**config.mk**
```make
export PLATFORM = sky130hd
export DESIGN_NAME = md_pad_reader
export DESIGN_NICKNAME = d
export VERILOG_FILES = /design/src/rtl/md_pad_reader.sv
export SDC_FILE = /design/constraint.sdc
export NUM_CORES = 1
export LEC_CHECK = 0
export BUFFER_PORTS_ARGS = -buffer_cell sky130_fd_sc_hd__buf_2
export CAP_MARGIN = 20
export CORE_MARGIN = 2
export CORE_UTILIZATION = 55
export CTS_CLUSTER_DIAMETER = 40
export DETAILED_ROUTE_END_ITERATION = 10
export PLACE_DENSITY = 0.87
export SYNTH_ARGS = -nofsm -noshare
export SYNTH_HDL_FRONTEND = slang
export SYNTH_SLANG_ARGS = --single-unit
```
**constraint.sdc**
```tcl
create_clock -name CLK -period 2.54 [get_ports CLK]
set_clock_uncertainty 0.2 [all_clocks]
set_input_delay 0.508 -clock CLK [delete_from_list [all_inputs] [get_ports CLK]]
set_output_delay 0.508 -clock CLK [all_outputs]
set_load 0.1 [all_outputs]
```
**src/rtl/md_pad_reader.sv**
```systemverilog
// md_pad_reader: host-side Mega Drive pad initiator; drives TH through the 3/6-button
// multiplex sequence and commits registered button states. Option: MD_PAD_DEBOUNCE_EN.
module md_pad_reader #(
    parameter int SETTLE      = 6,
    parameter int POLL_PERIOD = 120000
) (
    input  logic        CLK,
    input  logic        RESET_N,
    input  logic        CE,
    input  logic        ENABLE,
    input  logic        FORCE3,
    input  logic [5:0]  PIN_D,
    output logic        PIN_TH,
    output logic [11:0] BTN,
    output logic        PRESENT,
    output logic        SIX_BTN,
    output logic        VALID
);
    // state  | meaning
    // S_IDLE | TH high, poll timer counts CE ticks towards the next scan
    // S_SCAN | phases 0..7, TH = even phase, sample d after SETTLE ticks
    // S_DONE | one CLK, TH high, commit scratch to outputs and pulse VALID

    localparam int              TW          = (SETTLE > 1) ? $clog2(SETTLE) : 1;
    localparam logic [TW-1:0]   SETTLE_LAST = TW'(SETTLE - 1);
    localparam logic [16:0]     POLL_LAST   = 17'(POLL_PERIOD - 1);

    typedef enum logic [1:0] {
        S_IDLE,
        S_SCAN,
        S_DONE
    } state_t;

    state_t        state, state_nx;
    logic [2:0]    phase, phase_nx;
    logic [TW-1:0] settle, settle_nx;
    logic [16:0]   poll, poll_nx;
    logic          force3_q, force3_nx;
    logic [11:0]   scr_btn, scr_btn_nx;
    logic          scr_present, scr_present_nx;
    logic          scr_six, scr_six_nx;
    logic          commit;
    logic          th_nx;
    logic [11:0]   btn_new;
    logic [5:0]    d_meta, d_sync;
    logic [5:0]    d;

    // Pad lines are asynchronous to CLK; two flops before any use.
    always_ff @(posedge CLK) begin
        d_meta <= PIN_D;
        d_sync <= d_meta;
    end

    assign d = ~d_sync;

    always_comb begin
        state_nx       = state;
        phase_nx       = phase;
        settle_nx      = settle;
        poll_nx        = poll;
        force3_nx      = force3_q;
        scr_btn_nx     = scr_btn;
        scr_present_nx = scr_present;
        scr_six_nx     = scr_six;
        commit         = 1'b0;

        case (state)
            S_IDLE: begin
                if (CE) begin
                    if (poll == POLL_LAST && ENABLE) begin
                        state_nx       = S_SCAN;
                        phase_nx       = 3'd0;
                        settle_nx      = '0;
                        poll_nx        = '0;
                        force3_nx      = FORCE3;
                        scr_btn_nx     = '0;
                        scr_present_nx = 1'b0;
                        scr_six_nx     = 1'b0;
                    end else begin
                        poll_nx = poll + 17'd1;
                    end
                end
            end
            S_SCAN: begin
                if (CE) begin
                    if (settle == SETTLE_LAST) begin
                        settle_nx = '0;
                        case (phase)
                            3'd0: begin
                                scr_btn_nx[0] = d[0];
                                scr_btn_nx[1] = d[1];
                                scr_btn_nx[2] = d[2];
                                scr_btn_nx[3] = d[3];
                                scr_btn_nx[5] = d[4];
                                scr_btn_nx[6] = d[5];
                            end
                            3'd1: begin
                                scr_btn_nx[4] = d[4];
                                scr_btn_nx[7] = d[5];
                                scr_present_nx = (d[3:2] == 2'b11);
                            end
                            3'd5: scr_six_nx = scr_present & (d[3:0] == 4'b1111);
                            3'd6: begin
                                scr_btn_nx[11] = d[0];
                                scr_btn_nx[10] = d[1];
                                scr_btn_nx[9]  = d[2];
                                scr_btn_nx[8]  = d[3];
                            end
                            default: ;
                        endcase
                        if (phase == 3'd7 || (force3_q && phase == 3'd1))
                            state_nx = S_DONE;
                        else
                            phase_nx = phase + 3'd1;
                    end else begin
                        settle_nx = settle + TW'(1);
                    end
                end
            end
            S_DONE: begin
                commit   = 1'b1;
                state_nx = S_IDLE;
                phase_nx = 3'd0;
                poll_nx  = '0;
            end
            default: begin
                state_nx = S_IDLE;
                phase_nx = 3'd0;
                poll_nx  = '0;
            end
        endcase

        // Disabling aborts immediately and restarts the poll interval from zero.
        if (!ENABLE) begin
            state_nx  = S_IDLE;
            phase_nx  = 3'd0;
            settle_nx = '0;
            poll_nx   = '0;
            commit    = 1'b0;
        end

        th_nx = (state_nx == S_SCAN) ? ~phase_nx[0] : 1'b1;
    end

    always_comb begin
        btn_new = scr_btn;
        if (!scr_present)
            btn_new = '0;
        else if (!scr_six)
            btn_new[11:8] = '0;
    end

`ifdef MD_PAD_DEBOUNCE_EN
    logic [11:0] btn_cmp;
`endif

    always_ff @(posedge CLK) begin
        if (!RESET_N) begin
            state       <= S_IDLE;
            phase       <= 3'd0;
            settle      <= '0;
            poll        <= '0;
            force3_q    <= 1'b0;
            scr_btn     <= '0;
            scr_present <= 1'b0;
            scr_six     <= 1'b0;
            PIN_TH      <= 1'b1;
            BTN         <= '0;
            PRESENT     <= 1'b0;
            SIX_BTN     <= 1'b0;
            VALID       <= 1'b0;
`ifdef MD_PAD_DEBOUNCE_EN
            btn_cmp     <= '0;
`endif
        end else begin
            state       <= state_nx;
            phase       <= phase_nx;
            settle      <= settle_nx;
            poll        <= poll_nx;
            force3_q    <= force3_nx;
            scr_btn     <= scr_btn_nx;
            scr_present <= scr_present_nx;
            scr_six     <= scr_six_nx;
            PIN_TH      <= th_nx;
            VALID       <= commit;
            if (commit) begin
                PRESENT <= scr_present;
                SIX_BTN <= scr_six;
`ifdef MD_PAD_DEBOUNCE_EN
                if (btn_new == btn_cmp)
                    BTN <= btn_new;
                btn_cmp <= btn_new;
`else
                BTN     <= btn_new;
`endif
            end
        end
    end

endmodule

```
# Yosys cells after proc, flatten, opt, wreduce, memory -nomap -nowiden

Index checks and enable logic that the tools add are counted.

Muxes and demuxes: 47
Reduce and logical (&&, ||, !) cells: 16
Equal/unequal tests: 20
Bitwise logic cells: 4
Add/subtract/negate cells: 3

Operator list:

| kind                  | count |
|---|---|
| $mux 12               | 4 |
| $mux 17               | 2 |
| $pmux 17 s2           | 1 |
| $mux 3                | 9 |
| $pmux 12 s2           | 1 |
| $reduce_and 6->1      | 4 |
| $add 17x1->17 const B | 1 |
| $eq 17x17->1 const B  | 1 |
| $mux 4                | 4 |
| $mux 2                | 7 |
| $mux 1                | 13 |
| $eq 3x3->1 const B    | 4 |
| $ne 2x2->1 const B    | 6 |
| $pmux 3 s2            | 2 |
| $mux 8                | 1 |
| $add 3x1->3 const B   | 2 |
| $ne 2x1->1 const B    | 3 |
| $not 6->6             | 1 |
| $reduce_and 2->1      | 3 |
| $reduce_and 5->1      | 1 |
| $eq 2x1->1 const B    | 2 |
| $eq 2x2->1 const B    | 2 |
| $eq 4x4->1 const B    | 1 |
| $pmux 1 s2            | 2 |
| other kinds (11)      | 13 |

Bits of input ports: 11
Bits in registers: 68
Word-level logic and storage cells: 108
Output and inout port bits: 16

# Logic depth before layout (Yosys ltp)

Depth after elaboration: 10
Mapped depth: 7
Depth with buffers taken out: 7

# Worst setup path before layout

Ideal clock, no wire load.

Kind: reg2reg
Start: register poll[0]
End: register poll[10]
Library setup time: 0.125 ns
Cell stages (with the launch flop): 7
Arrival time: 1.541 ns
Path slack: 0.674 ns
Period minus slack after synthesis: 1.866 ns
Data required time: 2.215 ns
Buffers on the path: 0
Path through: dfxtp_1 -> ha_1 -> nand2_1 -> nor4b_2 -> nand2_2 -> a31oi_4 -> nor2_1

Longest elaborated chain between the ends: 5
Elaborated cells between the ends (all ways): 6
Those cells by class: add/sub: 1; eq/ne: 1; mux: 3; reduce/logical: 1

RTL lines:

| element                                                               | line | source |
|---|---|---|
| start, declared                                                       | 37   | `logic [16:0] poll, poll_nx;` |
| start signal, assigned                                                | 179  | `poll <= poll_nx;` |
| parallel branches: the longest is 2 deep, another holds $add 17x1->17 | n/a  |  |
| $mux 17 (*)                                                           | 70   | `if (poll == POLL_LAST && ENABLE) begin` |
| $mux 17 (*)                                                           | 69   | `if (CE) begin` |
| $pmux 17 s2 (*)                                                       | 67   | `case (state)` |

Mark *: on every way between the ends. The select of a mux whose other input is x is not followed.
A chain may end at the register's enable or synchronous reset.

# Worst setup path after layout

Start: register poll[0]
End: register poll[16]

Same word-level chain as after synthesis.

==> impl_results.html <==
<table>
<tr><th>Metric</th><th>Value</th></tr>
<tr><th colspan="2">Outcome</th></tr>
<tr><td>Run status</td><td>complete, no violations</td></tr>
<tr><th colspan="2">Timing</th></tr>
<tr><td>Total Neg Setup Slack</td><td>0 ns</td></tr>
<tr><td>Share of the cycle needed by the critical path after routing</td><td>just over 80%</td></tr>
<tr><td>Fin. max-slew vios</td><td>0</td></tr>
<tr><td>Worst rel slew slack</td><td>64.6%</td></tr>
<tr><td>Setup-failing EPs final</td><td>0</td></tr>
<tr><td>Count of final hold-check violations</td><td>0</td></tr>
<tr><td>Slew @ Worst Pin</td><td>0.530 ns</td></tr>
<tr><td>Min cycle time layout</td><td>approximately 2.1 ns</td></tr>
<tr><td>Maximum achievable frequency</td><td>475 MHz</td></tr>
<tr><td>Setup repair after global routing missed its margin</td><td>no</td></tr>
<tr><th colspan="2">Finish</th></tr>
<tr><td>Antenna diodes</td><td>0</td></tr>
<tr><td>Multi-input gate area in the final layout</td><td>around 1500 sq um</td></tr>
<tr><td>Sequential cell area in the final layout</td><td>between 1000 and 1500 sq um</td></tr>
<tr><td>Utilization after layout</td><td>between 60% and 70%</td></tr>
<tr><td>Number of filler instances in the final layout</td><td>approximately 430</td></tr>
<tr><td>Area delta synth-&gt;final</td><td>13.5%</td></tr>
<tr><td>Fraction of layout instances using a drive strength above 1</td><td>between 10% and 20%</td></tr>
<tr><td>Number of nets in the final layout</td><td>around 370</td></tr>
<tr><th colspan="2">Drt</th></tr>
<tr><td>Number of nets with antenna violations after routing</td><td>0</td></tr>
<tr><td>Vias per std cell</td><td>5.56</td></tr>
<tr><td>Routed wire length</td><td>6000 um</td></tr>
<tr><td>Violation count after the first detailed-route iteration</td><td>194</td></tr>
<tr><td>WL per Instance</td><td>14.1 um</td></tr>
<tr><td>Initial DRT Pass Iterations</td><td>4</td></tr>
<tr><td>Number of DRC violations after detailed routing</td><td>0</td></tr>
<tr><td>Vias post-DR</td><td>between 2000 and 2500</td></tr>
<tr><th colspan="2">GRT</th></tr>
<tr><td>Pin count of the biggest net entering global routing</td><td>29</td></tr>
<tr><td>Total GRT Usage</td><td>21.6%</td></tr>
<tr><td>Global-route wire length before repair</td><td>~10000 um</td></tr>
<tr><td>Overflow after GRT</td><td>0</td></tr>
<tr><td>Initial antenna violation count</td><td>0</td></tr>
<tr><td>Number of global-route vias before repair</td><td>approximately 2200</td></tr>
<tr><th colspan="2">Setup path</th></tr>
<tr><td>Cells along the critical path</td><td>ha_1, nand2_1, nor4b_2, nand2_2, a31oi_4, nor2_1</td></tr>
<tr><td>Crit-path slowest cell</td><td>sky130_fd_sc_hd__nor4b_2</td></tr>
<tr><td>Startpoint kind of the worst setup timing path</td><td>flip-flop</td></tr>
<tr><td>Capturing element type of the critical path</td><td>flip-flop</td></tr>
<tr><td>Worst setup path category</td><td>reg2reg</td></tr>
<tr><td>WP data required</td><td>around 2.6 ns</td></tr>
<tr><td>Peak fanout along the critical path</td><td>10</td></tr>
<tr><td>Largest stage delay on the critical path</td><td>approximately 0.4 ns</td></tr>
<tr><td>Crit path arrival time</td><td>2.14 ns</td></tr>
<tr><th colspan="2">Die</th></tr>
<tr><td>Effective utilization at floorplan</td><td>between 50% and 60%</td></tr>
<tr><td>Number of placement rows</td><td>26</td></tr>
<tr><td>Boundary Pins</td><td>27</td></tr>
<tr><td>Overall die area</td><td>between 5000 and 6000 sq um</td></tr>
<tr><td>X dimension of the die</td><td>between 70 and 80 um</td></tr>
<tr><td>Core area</td><td>5110 sq um</td></tr>
<tr><td>Die extent in y</td><td>approximately 77 um</td></tr>
<tr><th colspan="2">Clocking</th></tr>
<tr><td>Number of H-tree branching levels</td><td>3</td></tr>
<tr><td>Number of buffers inserted to repair setup after CTS</td><td>0</td></tr>
<tr><td>Later-pin clock latency in the skew report</td><td>0.35 ns</td></tr>
<tr><td>CTS buffer count</td><td>9</td></tr>
<tr><td>Clock tree from TritonCTS</td><td>done</td></tr>
<tr><td>Clock Pin Slew Worst Setup and Hold Paths</td><td>~0.08 ns</td></tr>
<tr><td>Post-CTS Resized</td><td>0</td></tr>
<tr><td>Clk buf depth</td><td>2</td></tr>
<tr><td>Root buffer cell</td><td>sky130_fd_sc_hd__clkbuf_8</td></tr>
<tr><td>Post-CTS Hold Fix Bufs</td><td>0</td></tr>
<tr><td>Num Clock Sinks</td><td>68</td></tr>
<tr><th colspan="2">Synth</th></tr>
<tr><td>Number of storage elements in the synthesis netlist</td><td>just under 70</td></tr>
<tr><td>Fraction of post-synthesis cell area in the top cell type by area</td><td>46.8%</td></tr>
<tr><td>Cell type with the highest aggregate area in the netlist</td><td>sky130_fd_sc_hd__dfxtp_1</td></tr>
<tr><td>Post-Synthesis Cell Area</td><td>between 2000 and 3000 sq um</td></tr>
<tr><td>Most instantiated flip-flop cell in the synthesis netlist</td><td>sky130_fd_sc_hd__dfxtp_1</td></tr>
<tr><td>Largest cells by area after synthesis</td><td>sky130_fd_sc_hd__dfxtp_1 (47%), sky130_fd_sc_hd__nand2_1 (6.6%), sky130_fd_sc_hd__mux2i_1 (5.5%)</td></tr>
<tr><td>Synthesized area per cell</td><td>8.98 sq um</td></tr>
<tr><td>Total nets after synthesis</td><td>between 300 and 400</td></tr>
<tr><td>Fraction of synthesis flops using an asynchronous set or reset pin</td><td>0%</td></tr>
<tr><td>Distinct cell type count after synthesis</td><td>52</td></tr>
<tr><td>Share of the yosys chip area belonging to registers</td><td>a little under half</td></tr>
<tr><td>EDFF count, synth</td><td>0</td></tr>
<tr><td>Mapped Cells</td><td>approximately 320</td></tr>
<tr><td>Yosys Warn Count</td><td>0</td></tr>
<tr><th colspan="2">Power and ir drop</th></tr>
<tr><td>Worst vdd rail ir drop</td><td>a little under 0.4 mV</td></tr>
<tr><td>PD cells</td><td>around 640 nW/um^2</td></tr>
<tr><td>Leakage power</td><td>1.27 nW</td></tr>
<tr><td>Tot Pwr</td><td>2.13 mW</td></tr>
<tr><th colspan="2">Run</th></tr>
<tr><td>Max-Cap Viols</td><td>0</td></tr>
<tr><th colspan="2">Worst hold path</th></tr>
<tr><td>Min-delay worst type</td><td>in2reg</td></tr>
<tr><th colspan="2">Place</th></tr>
<tr><td>Dpl hpwl</td><td>between 4000 and 5000 um</td></tr>
<tr><td>Routability-driven placement congestion ratio</td><td>0.918</td></tr>
<tr><td>Port-buffer cells</td><td>26</td></tr>
</table>
-- synthesized netlist by cell type, drive strengths merged, types with 3 or more instances --
cell type	instances
clkbuf	9
nand2	53
nor3	6
a21boi	14
buf	3
nand2b	3
a31oi	3
or2	7
nand3	21
xnor2	7
mux2i	16
nand4	12
ha	6
dfxtp	68
a21oi	8
nor4	6
and3	6
o21ai	5
xor2	4
inv	7
nor2	28
-- placed cells by master, fill, tap and decap left out, types with 3 or more instances in the layout --
cell / synthesis / layout
sky130_fd_sc_hd__dfxtp_1: 68 / 68
sky130_fd_sc_hd__nand2_1: 51 / 51
sky130_fd_sc_hd__nor2_1: 28 / 28
sky130_fd_sc_hd__buf_2: 1 / 26
sky130_fd_sc_hd__nand3_1: 20 / 20
sky130_fd_sc_hd__mux2i_1: 16 / 16
sky130_fd_sc_hd__a21boi_0: 13 / 13
sky130_fd_sc_hd__nand4_1: 12 / 12
sky130_fd_sc_hd__clkbuf_8: 0 / 9
sky130_fd_sc_hd__a21oi_1: 8 / 8
sky130_fd_sc_hd__inv_1: 7 / 7
sky130_fd_sc_hd__xnor2_1: 7 / 7
sky130_fd_sc_hd__nor3_1: 6 / 6
sky130_fd_sc_hd__nor4_1: 6 / 6
sky130_fd_sc_hd__or2_2: 6 / 6
sky130_fd_sc_hd__and3_1: 6 / 6
sky130_fd_sc_hd__ha_1: 6 / 6
sky130_fd_sc_hd__o21ai_0: 5 / 5
sky130_fd_sc_hd__xor2_1: 4 / 4
sky130_fd_sc_hd__nand2b_1: 3 / 3
-- metrics by stage --
step / setup slack [ns] / hold slack, ns / cells / area (sq um)
2_1_floorplan: 0.674 / 0.110 / 324 / 2910
3_3_place_gp: 0.494 / 0.112 / 410 / 3080
3_5_place_dp: 0.411 / 0.112 / 410 / 3080
4_1_cts: 0.436 / 0.0386 / 426 / 3300
5_1_grt: 0.288 / 0.0395 / 426 / 3300
6_report: 0.433 / 0.0532 / 426 / 3300
-- registers in the layout, summed over array words and instances, names as in the netlist --
register     flops
scr_six          1
force3_q         1
scr_present      1
BTN             12
VALID            1
d_meta           6
poll            17
state            2
scr_btn         12
PIN_TH           1
settle           3
SIX_BTN          1
phase            3
d_sync           6
PRESENT          1
-- cells by family (layout without fill, tap and decap cells) --
family	count (synthesis)	in the layout	share of synthesized area (%)
DFF	68	68	46.8
AOI/OAI and AO/OA	48	48	12.2
and+or+nand+nor	155	155	26.3
muxes	17	17	5.89
xor gates and xnor gates	11	11	3.31
buffers and inverters	19	51	3.01
adders and majority gates	6	6	2.58
-- critical path, delay by kind of cell, from the launching register on --
family / cells / cell delay [ns]
adder cells (fa/ha/maj): 1 / 0.25
flip-flops: 1 / 0.37
AO/OA/AOI/OAI: 1 / 0.37
AND/OR/NAND/NOR: 4 / 0.80
-- metal layers --
metal  vias up  GRT usage (%)  wire [um]
li1       1195              -          -
met4         0           14.7        221
met5         -              0          0
met1      1078           29.1       2860
met3        18           4.59        288
met2        79           30.8       2630
-- final timing paths --
check | startpoint | endpoint | slack (ns) | depth (start not counted)
max | poll[0] | poll[16] | 0.43 | 6
min | PIN_D[5] | d_meta[5] | 0.05 | 1
max reg2reg | poll[0] | poll[16] | 0.43 | 6
min reg2reg | d_meta[0] | d_sync[0] | 0.13 | 0
-- layout make-up --
| class | instances | share of cell area (%) |
|---|---|---|
| Timing Repair Buffer | 28 | 4.39 |
| Clock inverter | 7 | 2.99 |
| Multi-Input combinational cell | 237 | 44.2 |
| Tap cell | 70 | 2.65 |
| Sequential cell | 68 | 41.2 |
| Inverter | 7 | 0.795 |
| Clock buffer | 9 | 3.75 |
-- where the power goes --
part	total, mW	internal, mW	switching (mW)
Clock	1.00	0.559	0.444
Sequential	1.08	1.08	0.00414
Combinational	0.0467	0.0161	0.0305
No activity file was read; power rests on OpenSTA's default activity.
